==> config.mk <==
export PLATFORM = sky130hd
export DESIGN_NAME = lsu_flat
export DESIGN_NICKNAME = d
export VERILOG_FILES = /design/src/rtl/lsu_pkg.sv /design/src/rtl/lsu_if.sv /design/src/rtl/lsu_align.sv /design/src/rtl/lsu.sv /design/src/flat_wrapper.sv
export SDC_FILE = /design/constraint.sdc
export NUM_CORES = 1
export LEC_CHECK = 0
export ABC_AREA = 1
export CAP_MARGIN = 20
export CORE_UTILIZATION = 51
export DETAILED_ROUTE_END_ITERATION = 16
export GPL_TIMING_DRIVEN = 0
export PLACE_DENSITY = 0.87
export REMOVE_ABC_BUFFERS = 1
export SLEW_MARGIN = 15
export SYNTH_ARGS = -nofsm -noshare
export SYNTH_HDL_FRONTEND = slang
export SYNTH_SLANG_ARGS = --single-unit
==> constraint.sdc <==
create_clock -name clk -period 3.9 [get_ports clk]
set_clock_uncertainty 0.2 [all_clocks]
set_input_delay 0.39 -clock clk [delete_from_list [all_inputs] [get_ports clk]]
set_output_delay 0.39 -clock clk [all_outputs]
set_load 0.005 [all_outputs]
==> src/rtl/lsu_pkg.sv <==
// Shared types and constants for the load/store unit.
package lsu_pkg;

  localparam int unsigned XLEN        = 32;
  localparam int unsigned CNT_W       = 8;
  localparam int unsigned TIMEOUT_DEF = 255;

  localparam logic [2:0] F3_B  = 3'b000;
  localparam logic [2:0] F3_H  = 3'b001;
  localparam logic [2:0] F3_W  = 3'b010;
  localparam logic [2:0] F3_BU = 3'b100;
  localparam logic [2:0] F3_HU = 3'b101;

  typedef enum logic [1:0] {
    ST_IDLE = 2'd0,
    ST_REQ  = 2'd1,
    ST_WAIT = 2'd2,
    ST_DONE = 2'd3
  } state_e;

  typedef struct packed {
    logic [XLEN-1:0] addr;
    logic            wen;
    logic [XLEN-1:0] wdata;
    logic [3:0]      wmask;
  } mem_req_t;

endpackage

==> src/rtl/lsu_if.sv <==
// Upstream, memory-bus and writeback handshakes of the LSU; slave is the LSU side.
interface lsu_if;
  import lsu_pkg::*;

  logic            in_valid;
  logic            in_ready;
  logic [XLEN-1:0] in_addr;
  logic [XLEN-1:0] in_wdata;
  logic [2:0]      in_funct3;
  logic            in_load;
  logic            in_store;

  logic            mem_req_valid;
  logic            mem_req_ready;
  logic [XLEN-1:0] mem_req_addr;
  logic            mem_req_wen;
  logic [XLEN-1:0] mem_req_wdata;
  logic [3:0]      mem_req_wmask;
  logic            mem_resp_valid;
  logic [XLEN-1:0] mem_resp_data;

  logic            out_valid;
  logic            out_ready;
  logic [XLEN-1:0] out_data;
  logic            out_err;

  modport slave (
    input  in_valid, in_addr, in_wdata, in_funct3, in_load, in_store,
    output in_ready,
    output mem_req_valid, mem_req_addr, mem_req_wen, mem_req_wdata, mem_req_wmask,
    input  mem_req_ready, mem_resp_valid, mem_resp_data,
    output out_valid, out_data, out_err,
    input  out_ready
  );

  modport master (
    output in_valid, in_addr, in_wdata, in_funct3, in_load, in_store,
    input  in_ready,
    input  mem_req_valid, mem_req_addr, mem_req_wen, mem_req_wdata, mem_req_wmask,
    output mem_req_ready, mem_resp_valid, mem_resp_data,
    input  out_valid, out_data, out_err,
    output out_ready
  );

endinterface

==> src/rtl/lsu_align.sv <==
// Combinational byte-lane steering: store shift/mask, load shift/extend, misalign/illegal checks.
module lsu_align
  import lsu_pkg::*;
(
  input  logic [1:0]      off,
  input  logic [2:0]      funct3,
  input  logic            load,
  input  logic            store,
  input  logic [XLEN-1:0] wdata,
  input  logic [XLEN-1:0] rdata,
  output logic [XLEN-1:0] wdata_sh,
  output logic [3:0]      wmask,
  output logic [XLEN-1:0] rdata_ext,
  output logic            misalign,
  output logic            illegal
);

  logic [4:0]      shamt;
  logic [XLEN-1:0] rsh;

  assign shamt = {off, 3'b000};
  assign rsh   = rdata >> shamt;

  always_comb begin
    wdata_sh  = '0;
    wmask     = 4'b0000;
    rdata_ext = '0;
    if (store) begin
      wdata_sh = wdata << shamt;
      case (funct3)
        F3_B:    wmask = 4'b0001 << off;
        F3_H:    wmask = 4'b0011 << off;
        F3_W:    wmask = 4'b1111;
        default: wmask = 4'b0000;
      endcase
    end
    case (funct3)
      F3_B:    rdata_ext = {{24{rsh[7]}}, rsh[7:0]};
      F3_H:    rdata_ext = {{16{rsh[15]}}, rsh[15:0]};
      F3_W:    rdata_ext = rsh;
      F3_BU:   rdata_ext = {24'd0, rsh[7:0]};
      F3_HU:   rdata_ext = {16'd0, rsh[15:0]};
      default: rdata_ext = '0;
    endcase
  end

  // Halfword covers H and HU; word is only W.
  assign misalign = ((funct3[1:0] == 2'b01) && off[0]) ||
                    ((funct3 == F3_W) && (off != 2'b00));

  assign illegal = (load && store) ||
                   (store && funct3[2]) ||
                   (load && ((funct3 == 3'b011) || (funct3[2:1] == 2'b11)));

endmodule

==> src/rtl/lsu.sv <==
// Load/store stage: one instruction in flight, IDLE->REQ->WAIT->DONE over a valid/ready bus.
module lsu
  import lsu_pkg::*;
#(
  parameter int unsigned TIMEOUT = TIMEOUT_DEF
) (
  input logic  clk,
  input logic  rst_n,
  lsu_if.slave bus
);

  state_e           state_q, state_d;
  mem_req_t         req_q, req_d;
  logic [1:0]       off_q, off_d;
  logic [2:0]       f3_q, f3_d;
  logic             load_q, load_d;
  logic [CNT_W-1:0] cnt_q, cnt_d;
  logic [XLEN-1:0]  out_data_q, out_data_d;
  logic             out_err_q, out_err_d;
  logic             req_valid_q, req_valid_d;
  logic             out_valid_q, out_valid_d;
  logic             in_ready_q, in_ready_d;

  logic             idle_c;
  logic             mem_op_c;
  logic [1:0]       a_off_c;
  logic [2:0]       a_f3_c;
  logic             a_load_c, a_store_c;
  logic [XLEN-1:0]  a_wdata_c, a_rdata_c;
  logic [3:0]       a_wmask_c;
  logic             a_misalign_c, a_illegal_c;

  assign idle_c   = (state_q == ST_IDLE);
  assign mem_op_c = bus.in_load | bus.in_store;

  // In IDLE the aligner inspects the incoming op; afterwards it works on the captured one.
  assign a_off_c   = idle_c ? bus.in_addr[1:0] : off_q;
  assign a_f3_c    = idle_c ? bus.in_funct3    : f3_q;
  assign a_load_c  = idle_c ? bus.in_load      : load_q;
  assign a_store_c = idle_c ? bus.in_store     : req_q.wen;

  lsu_align u_align (
    .off       (a_off_c),
    .funct3    (a_f3_c),
    .load      (a_load_c),
    .store     (a_store_c),
    .wdata     (bus.in_wdata),
    .rdata     (bus.mem_resp_data),
    .wdata_sh  (a_wdata_c),
    .wmask     (a_wmask_c),
    .rdata_ext (a_rdata_c),
    .misalign  (a_misalign_c),
    .illegal   (a_illegal_c)
  );

  always_ff @(posedge clk or negedge rst_n) begin
    if (!rst_n) begin
      state_q     <= ST_IDLE;
      req_q       <= '0;
      off_q       <= 2'b00;
      f3_q        <= 3'b000;
      load_q      <= 1'b0;
      cnt_q       <= '0;
      out_data_q  <= '0;
      out_err_q   <= 1'b0;
      req_valid_q <= 1'b0;
      out_valid_q <= 1'b0;
      in_ready_q  <= 1'b1;
    end else begin
      state_q     <= state_d;
      req_q       <= req_d;
      off_q       <= off_d;
      f3_q        <= f3_d;
      load_q      <= load_d;
      cnt_q       <= cnt_d;
      out_data_q  <= out_data_d;
      out_err_q   <= out_err_d;
      req_valid_q <= req_valid_d;
      out_valid_q <= out_valid_d;
      in_ready_q  <= in_ready_d;
    end
  end

  always_comb begin
    state_d    = state_q;
    req_d      = req_q;
    off_d      = off_q;
    f3_d       = f3_q;
    load_d     = load_q;
    cnt_d      = cnt_q;
    out_data_d = out_data_q;
    out_err_d  = out_err_q;

    case (state_q)
      ST_IDLE: begin
        if (bus.in_valid) begin
          out_data_d = '0;
          out_err_d  = 1'b0;
          if (!mem_op_c) begin
            out_data_d = bus.in_addr;
            state_d    = ST_DONE;
          end else if (a_illegal_c || a_misalign_c) begin
            out_err_d = 1'b1;
            state_d   = ST_DONE;
          end else begin
            req_d.addr  = {bus.in_addr[31:2], 2'b00};
            req_d.wen   = bus.in_store;
            req_d.wdata = a_wdata_c;
            req_d.wmask = a_wmask_c;
            off_d       = bus.in_addr[1:0];
            f3_d        = bus.in_funct3;
            load_d      = bus.in_load;
            state_d     = ST_REQ;
          end
        end
      end
      ST_REQ: begin
        if (bus.mem_req_ready) begin
          cnt_d   = '0;
          state_d = ST_WAIT;
        end
      end
      ST_WAIT: begin
        // A response in the same cycle as the timeout still completes normally.
        if (bus.mem_resp_valid) begin
          out_data_d = load_q ? a_rdata_c : '0;
          out_err_d  = 1'b0;
          state_d    = ST_DONE;
        end else begin
          cnt_d = cnt_q + CNT_W'(1);
          if (cnt_q == CNT_W'(TIMEOUT - 1)) begin
            out_data_d = '0;
            out_err_d  = 1'b1;
            state_d    = ST_DONE;
          end
        end
      end
      ST_DONE: begin
        if (bus.out_ready) begin
          state_d = ST_IDLE;
        end
      end
      default: state_d = ST_IDLE;
    endcase

    req_valid_d = (state_d == ST_REQ);
    out_valid_d = (state_d == ST_DONE);
    in_ready_d  = (state_d == ST_IDLE);
  end

  assign bus.in_ready      = in_ready_q;
  assign bus.mem_req_valid = req_valid_q;
  assign bus.mem_req_addr  = req_q.addr;
  assign bus.mem_req_wen   = req_q.wen;
  assign bus.mem_req_wdata = req_q.wdata;
  assign bus.mem_req_wmask = req_q.wmask;
  assign bus.out_valid     = out_valid_q;
  assign bus.out_data      = out_data_q;
  assign bus.out_err       = out_err_q;

endmodule

==> src/flat_wrapper.sv <==
// flat-port wrapper written by rule: the top's interface ports become plain ports
module lsu_flat import lsu_pkg::*;
#(
  parameter int unsigned TIMEOUT = TIMEOUT_DEF
)
  (clk, rst_n, bus_in_valid, bus_in_addr, bus_in_wdata, bus_in_funct3, bus_in_load, bus_in_store, bus_in_ready, bus_mem_req_valid, bus_mem_req_addr, bus_mem_req_wen, bus_mem_req_wdata, bus_mem_req_wmask, bus_mem_req_ready, bus_mem_resp_valid, bus_mem_resp_data, bus_out_valid, bus_out_data, bus_out_err, bus_out_ready);
  lsu_if bus_i ();
  input logic clk;
  input logic rst_n;
  input wire logic [$bits(bus_i.in_valid)-1:0] bus_in_valid;
  input wire logic [$bits(bus_i.in_addr)-1:0] bus_in_addr;
  input wire logic [$bits(bus_i.in_wdata)-1:0] bus_in_wdata;
  input wire logic [$bits(bus_i.in_funct3)-1:0] bus_in_funct3;
  input wire logic [$bits(bus_i.in_load)-1:0] bus_in_load;
  input wire logic [$bits(bus_i.in_store)-1:0] bus_in_store;
  output wire logic [$bits(bus_i.in_ready)-1:0] bus_in_ready;
  output wire logic [$bits(bus_i.mem_req_valid)-1:0] bus_mem_req_valid;
  output wire logic [$bits(bus_i.mem_req_addr)-1:0] bus_mem_req_addr;
  output wire logic [$bits(bus_i.mem_req_wen)-1:0] bus_mem_req_wen;
  output wire logic [$bits(bus_i.mem_req_wdata)-1:0] bus_mem_req_wdata;
  output wire logic [$bits(bus_i.mem_req_wmask)-1:0] bus_mem_req_wmask;
  input wire logic [$bits(bus_i.mem_req_ready)-1:0] bus_mem_req_ready;
  input wire logic [$bits(bus_i.mem_resp_valid)-1:0] bus_mem_resp_valid;
  input wire logic [$bits(bus_i.mem_resp_data)-1:0] bus_mem_resp_data;
  output wire logic [$bits(bus_i.out_valid)-1:0] bus_out_valid;
  output wire logic [$bits(bus_i.out_data)-1:0] bus_out_data;
  output wire logic [$bits(bus_i.out_err)-1:0] bus_out_err;
  input wire logic [$bits(bus_i.out_ready)-1:0] bus_out_ready;
  assign bus_i.in_valid = bus_in_valid;
  assign bus_i.in_addr = bus_in_addr;
  assign bus_i.in_wdata = bus_in_wdata;
  assign bus_i.in_funct3 = bus_in_funct3;
  assign bus_i.in_load = bus_in_load;
  assign bus_i.in_store = bus_in_store;
  assign bus_in_ready = bus_i.in_ready;
  assign bus_mem_req_valid = bus_i.mem_req_valid;
  assign bus_mem_req_addr = bus_i.mem_req_addr;
  assign bus_mem_req_wen = bus_i.mem_req_wen;
  assign bus_mem_req_wdata = bus_i.mem_req_wdata;
  assign bus_mem_req_wmask = bus_i.mem_req_wmask;
  assign bus_i.mem_req_ready = bus_mem_req_ready;
  assign bus_i.mem_resp_valid = bus_mem_resp_valid;
  assign bus_i.mem_resp_data = bus_mem_resp_data;
  assign bus_out_valid = bus_i.out_valid;
  assign bus_out_data = bus_i.out_data;
  assign bus_out_err = bus_i.out_err;
  assign bus_i.out_ready = bus_out_ready;
  lsu #(.TIMEOUT(TIMEOUT)) u_core (.clk(clk), .rst_n(rst_n), .bus(bus_i));
endmodule
# == After elaboration in Yosys (flattened, before gate mapping) ==
# Index checks and enable logic that the tools add are counted.
# totals
out_inout_bits,105
input_bits,107
latchBits,0
mem_bits_ro,0
ff_bits,119
ramBits,0
elab_cells,88
n_memories,0
# op_classes
n_div,0
muxes,31
order_cmp,0
reduce_logical,19
n_mul,0
bitwise,2
n_eq_ne,17
addsub,1
shifts,4
# ops
op,count
32-bit two-way mux,6
32-bit one-hot mux with 5 select lines,1
32-bit one-hot mux with 2 select lines,1
32-bit by 5-bit left shift with 32-bit output,1
32-bit by 5-bit right shift with 32-bit output,1
2-bit two-way mux,8
8-bit two-way mux,2
8-bit one-hot mux with 2 select lines,1
4-bit one-hot mux with 3 select lines,1
8-bit by 1-bit adder with 8-bit output (second input constant),1
2-bit == test (second input constant),4
8-bit == test (second input constant),1
2-bit one-hot mux with 4 select lines,1
1-bit two-way mux,7
2-bit by 1-bit == test with 1-bit output (second input constant),3
3-bit by 2-bit == test with 1-bit output (second input constant),2
3-bit == test (second input constant),2
2-bit != test (second input constant),3
3-bit AND reduction,2
2-bit nonzero test,3
1-bit logical AND,5
1-bit logical OR,5
2-bit zero test,2
4-bit two-way mux,1
10 further kinds,10

# == Longest topological paths before layout ==
# depth
word_depth,12
ltp_mapped,13
ltp_nobuf,12

# == Hierarchy ==
# Synthesis repeated with hierarchy kept, for this count alone.
# unflattened
hier_cells,987
area_unflattened_um2,6897.9
# by_module_without_submodules
module,instances,cells_per_inst,area_per_inst_um2,seq_area_each_um2
lsu,1,682,5387.7,2979.1
lsu_align,1,305,1510.2,0.0

# == Worst setup path before layout ==
# No wires, ideal clock.
# synth_path
path_kind,register -> register
from,register u_core.state_q[0]
to,"register u_core.out_data_q[21], in the netlist u_core.bus.out_data[21]"
arrival_ps,1709
required_time_ps,3578
path_stages_with_launch,13
synth_period_minus_slack_ps,2032
setup_time_ps,122
path_slack_ps,1868
n_path_buf,2
path_cell_list,dfrtp_1 nor2_4 nand2_1 nand2_1 buf_2 nand2_1 nand3_1 nand2_1 nand2_1 buf_2 nand3_1 nand2_1 a21oi_1
# synth_via
elab_chain_len,7
elab_cells_between_ends,18
classes_between,7 x eq/ne; 1 x shift; 6 x mux; 4 x reduce/logical
# synth_rtl
element,line_no,rtl
"start, declared",lsu.sv:12,"state_e state_q, state_d;"
"start signal, assigned",lsu.sv:70,state_q <= state_d;
2-bit zero test,"lsu.sv:33, lsu.sv:94",
2-bit two-way mux / 3-bit two-way mux (equally long branches),"lsu.sv:37, lsu.sv:38",
"32-bit by 5-bit right shift with 32-bit output, or another cell as far along",lsu_align.sv:22,assign rsh = rdata >> shamt;
32-bit one-hot mux with 5 select lines,lsu_align.sv:37,case (funct3)
32-bit two-way mux,lsu.sv:126,out_data_d = load_q ? a_rdata_c : '0;
32-bit two-way mux,lsu.sv:125,if (bus.mem_resp_valid) begin
32-bit one-hot mux with 2 select lines,lsu.sv:94,case (state_q)
"end signal, assigned",lsu.sv:76,out_data_q <= out_data_d;
"end, declared",lsu.sv:18,"logic [XLEN-1:0] out_data_q, out_data_d;"
# Parallel ways exist; a longest one is shown, timed or not.
# A chain may end at the register's enable or synchronous reset.

# == Final worst setup path ==
# layout_path
from,register u_core.state_q[0]
to,"register u_core.out_data_q[28], in the netlist u_core.bus.out_data[28]"
# Same word-level chain as after synthesis.

==> metrics <==
slowest cell on the critical path=nand3_1; antenna diode count=0; vias=6964; H-tree Lvls=4; drt wl/cell=15.50 µm; hpwl dp=13670 µm; Area Overhead vs Synth=40.18%; layout cells sized above 1=0.05506; post-route DRC violation count=0; IO Port Bufs=209; dominant cells by area after synthesis=dfrtp_1 44%, nand2_1 21%, a21oi_1 5.8%; Post-Route WL=20120 µm; Hold Path Class=reg -> reg; sequential-to-total area share from yosys stat=0.4455; grt ovf=0; total die area=13570 µm²; Crit Path Category=reg -> reg; Max Clock Freq=293.5 MHz; LEAKAGE=0.004550 µW; initial core utilization=0.5256; total track usage=0.2995; Rel. slew slack=0.3251; # setup viols final=0; Setup crit start kind=flop; Reg clk slew, reported paths=0.05 ns; Unique masters post-synth=31; post-route cell area=9373 µm²; WP buf/inv=0; # IOs=212; Root Driver=clkbuf_16; Post-Syn Area per Cell=7.190 µm²; Yosys top cell by area=dfrtp_1; met3 GRT Util=0.06020; critical-path cell list=nor2_4 -> nand2_1 -> nand2_2 -> nand2_1 -> nand3_1 -> nand3_1 -> nand3_1 -> nand2_1 -> a21oi_1; status=finished clean; Worst Path Max Fanout=26; global routing's busiest layer=met2; Syn Std Cell Area=6686 µm²; async set-reset flop share out of synthesis=1.000; number of enable-type register cells in the synthesized netlist=0; dominant synthesized flop cell=dfrtp_1; Die H=116.5 µm; vias in the first global route=6299; row count=41; final hold vios=0; largest net degree at the start of global routing=74; post-synthesis instance total=930; CP top delay family=simple AND/OR/NAND/NOR gates; Period minus WS final=3.407 ns; CTS max path bufs=2; post-CTS setup buffers=0; RSZ-0062 raised after global routing=false; Peak VDD IR=0.5111 mV; flop and latch count out of synthesis=119; period utilisation layout=0.8737; Critical Path Sink Type=flop; Post-DRT Antenna Nets=0; initial antenna violation count=0; Hold Buf Count CTS=1; clk_lat worst skew=0.42 ns; Tightest Pin Transition=1.010 ns; placed cells=1265; Power Density=813.9 nW/µm²; YS warnings=0; cts bufs inserted=17; Worst Path Required=4.03 ns; nets=1224; vias per cell=5.365; share of Yosys cell area claimed by the top area cell type=0.4416; Placeable Area=12720 µm²; MaxCap Viol Count=0; met2 GRT Util=0.4880; DR iter-0 viols=564; Num Clock Sinks=119; Reg2Reg Depth=9; fin. max-slew vios=0; post-cts gate resize count=0; met1 usage=0.3679; slowest cell delay on critical path=0.72 ns; Finished Layout Cells=1298; Fillers=972; Pre-Repair DR Iteration Count=6; RePlAce Congestion=0.8173; Levels on crit path=9; Hold Crit Depth=2; Placed Area=8808 µm²; die width=116.5 µm; CTS tree=built; first-pass GRT wire length=31060 µm; Hold Slack=0.2663 ns; worst path arrival time=3.54 ns
-- per-stage QoR --
| stage | util | total power (µW) | setup WS (ns) | setup TNS, ns |
|---|---|---|---|---|
| after global placement | 0.6787 | 5907 | -2.391 | -348.74 |
| after detailed placement | 0.6924 | 6148 | 0.3140 | 0 |
| after CTS | 0.7340 | 7566 | 0.4904 | 0 |
| after floorplan | - | 4288 | 0.5903 | 0 |
| after global routing | 0.7367 | 8224 | 0.2093 | 0 |
| final | 0.7367 | 7628 | 0.4927 | 0 |
-- report_power, final --
| group | internal, µW | switching [µW] |
|---|---|---|
| sequential | 1750 | 289 |
| combinational | 1810 | 2400 |
| clock | 865 | 517 |
-- final timing paths --
kind	to	start	slack [ns]
setup / recovery	u_core.bus.out_data[28]	u_core.state_q[0]	0.49
hold / removal	u_core.bus.mem_req_wdata[11]	u_core.bus.mem_req_wdata[11]	0.27
setup reg to reg	u_core.bus.out_data[28]	u_core.state_q[0]	0.49
hold reg to reg	u_core.bus.mem_req_wdata[11]	u_core.bus.mem_req_wdata[11]	0.27
max in group asynchronous	u_core.cnt_q[2]	rst_n	2.51
min in group asynchronous	u_core.bus.out_data[4]	rst_n	0.29
-- placed cells by master (no fill, tap or decap), types with 2 or more instances in the layout --
cell type        synthesis  final
inv_1                   55     54
conb_1                   1      2
clkbuf_1                12      5
a21oi_1                 78     78
nor2_2                   2      2
clkbuf_16                0     17
clkdlybuf4s50_1          0    208
o21ai_1                  4      4
clkinv_2                 0      4
o21ai_0                 35     35
ha_1                     2      2
buf_16                   0      4
mux2i_1                  6      6
nor3_1                   4      3
nand4_4                  2      2
nor2_1                  87     87
nand3_2                  2      2
nand3_1                 60     60
o211ai_1                19     19
o22ai_1                  9      9
buf_12                   0      2
nand2_1                373    370
clkbuf_8                 0      4
buf_6                   16      3
nor2_4                   3      3
dfrtp_1                118    118
nand2_2                  5      8
inv_2                    3      3
-- final cells by class --
| cell class | count | area (µm²) | share of cell area |
|---|---|---|---|
| multi-input cells | 700 | 3158 | 0.3369 |
| clock buffers | 26 | 499.2 | 0.05326 |
| well taps | 172 | 215.2 | 0.02296 |
| flip-flops and latches | 119 | 2979 | 0.3178 |
| clock inverters | 4 | 20.02 | 0.002136 |
| repair buffers | 219 | 2283 | 0.2436 |
| inverters | 58 | 217.7 | 0.02323 |
-- worst register-to-register path, stage by stage (launching register included) --
cell and delay, ns:
dfrtp_1 0.45, nor2_4 0.38, nand2_1 0.21, nand2_2 0.43
nand2_1 0.13, nand3_1 0.13, nand3_1 0.72, nand3_1 0.37
nand2_1 0.12, a21oi_1 0.19
-- synth_stat cells (all sizes together), types with 2 or more instances --
cell    count
nand3      62
o22ai       9
inv        58
ha          2
mux2i       6
nor2       93
o211ai     19
o21ai      41
dfrtp     118
nand2     378
buf        42
nand4       2
nor3        4
a21oi      79
clkbuf     12
-- kinds of logic (layout without fill, tap and decap cells) --
| kind of cell | after synthesis | in the layout | share of synthesized area |
|---|---|---|---|
| flip-flops | 119 | 119 | 0.4455 |
| AND/OR/NAND/NOR | 541 | 541 | 0.3320 |
| adder cells (fa/ha/maj) | 2 | 2 | 0.003742 |
| other | 1 | 2 | 0.0005608 |
| buffers and inverters | 112 | 307 | 0.08683 |
| AO/OA/AOI/OAI | 149 | 149 | 0.1224 |
| multiplexers | 6 | 6 | 0.008982 |
-- state kept, by name (all words and copies together), names as in the netlist --
signal                    cells
u_core.state_q                2
u_core.bus.mem_req_valid      1
u_core.cnt_q                  8
u_core.bus.mem_req_addr      30
u_core.bus.mem_req_wmask      4
u_core.bus.out_valid          1
u_core.off_q                  2
u_core.bus.mem_req_wen        1
u_core.bus.out_err            1
u_core.bus.out_data          32
u_core.bus.in_ready           1
u_core.f3_q                   3
u_core.load_q                 1
u_core.bus.mem_req_wdata     32
-- layer usage --
| layer | routed length (µm) | up-vias |
|---|---|---|
| li1 | - | 3357 |
| met1 | 8009 | 3217 |
| met2 | 9789 | 316 |
| met3 | 1379 | 74 |
| met4 | 943 | 0 |
| met5 | 0 | - |
Power figures use the tool's default switching activity.
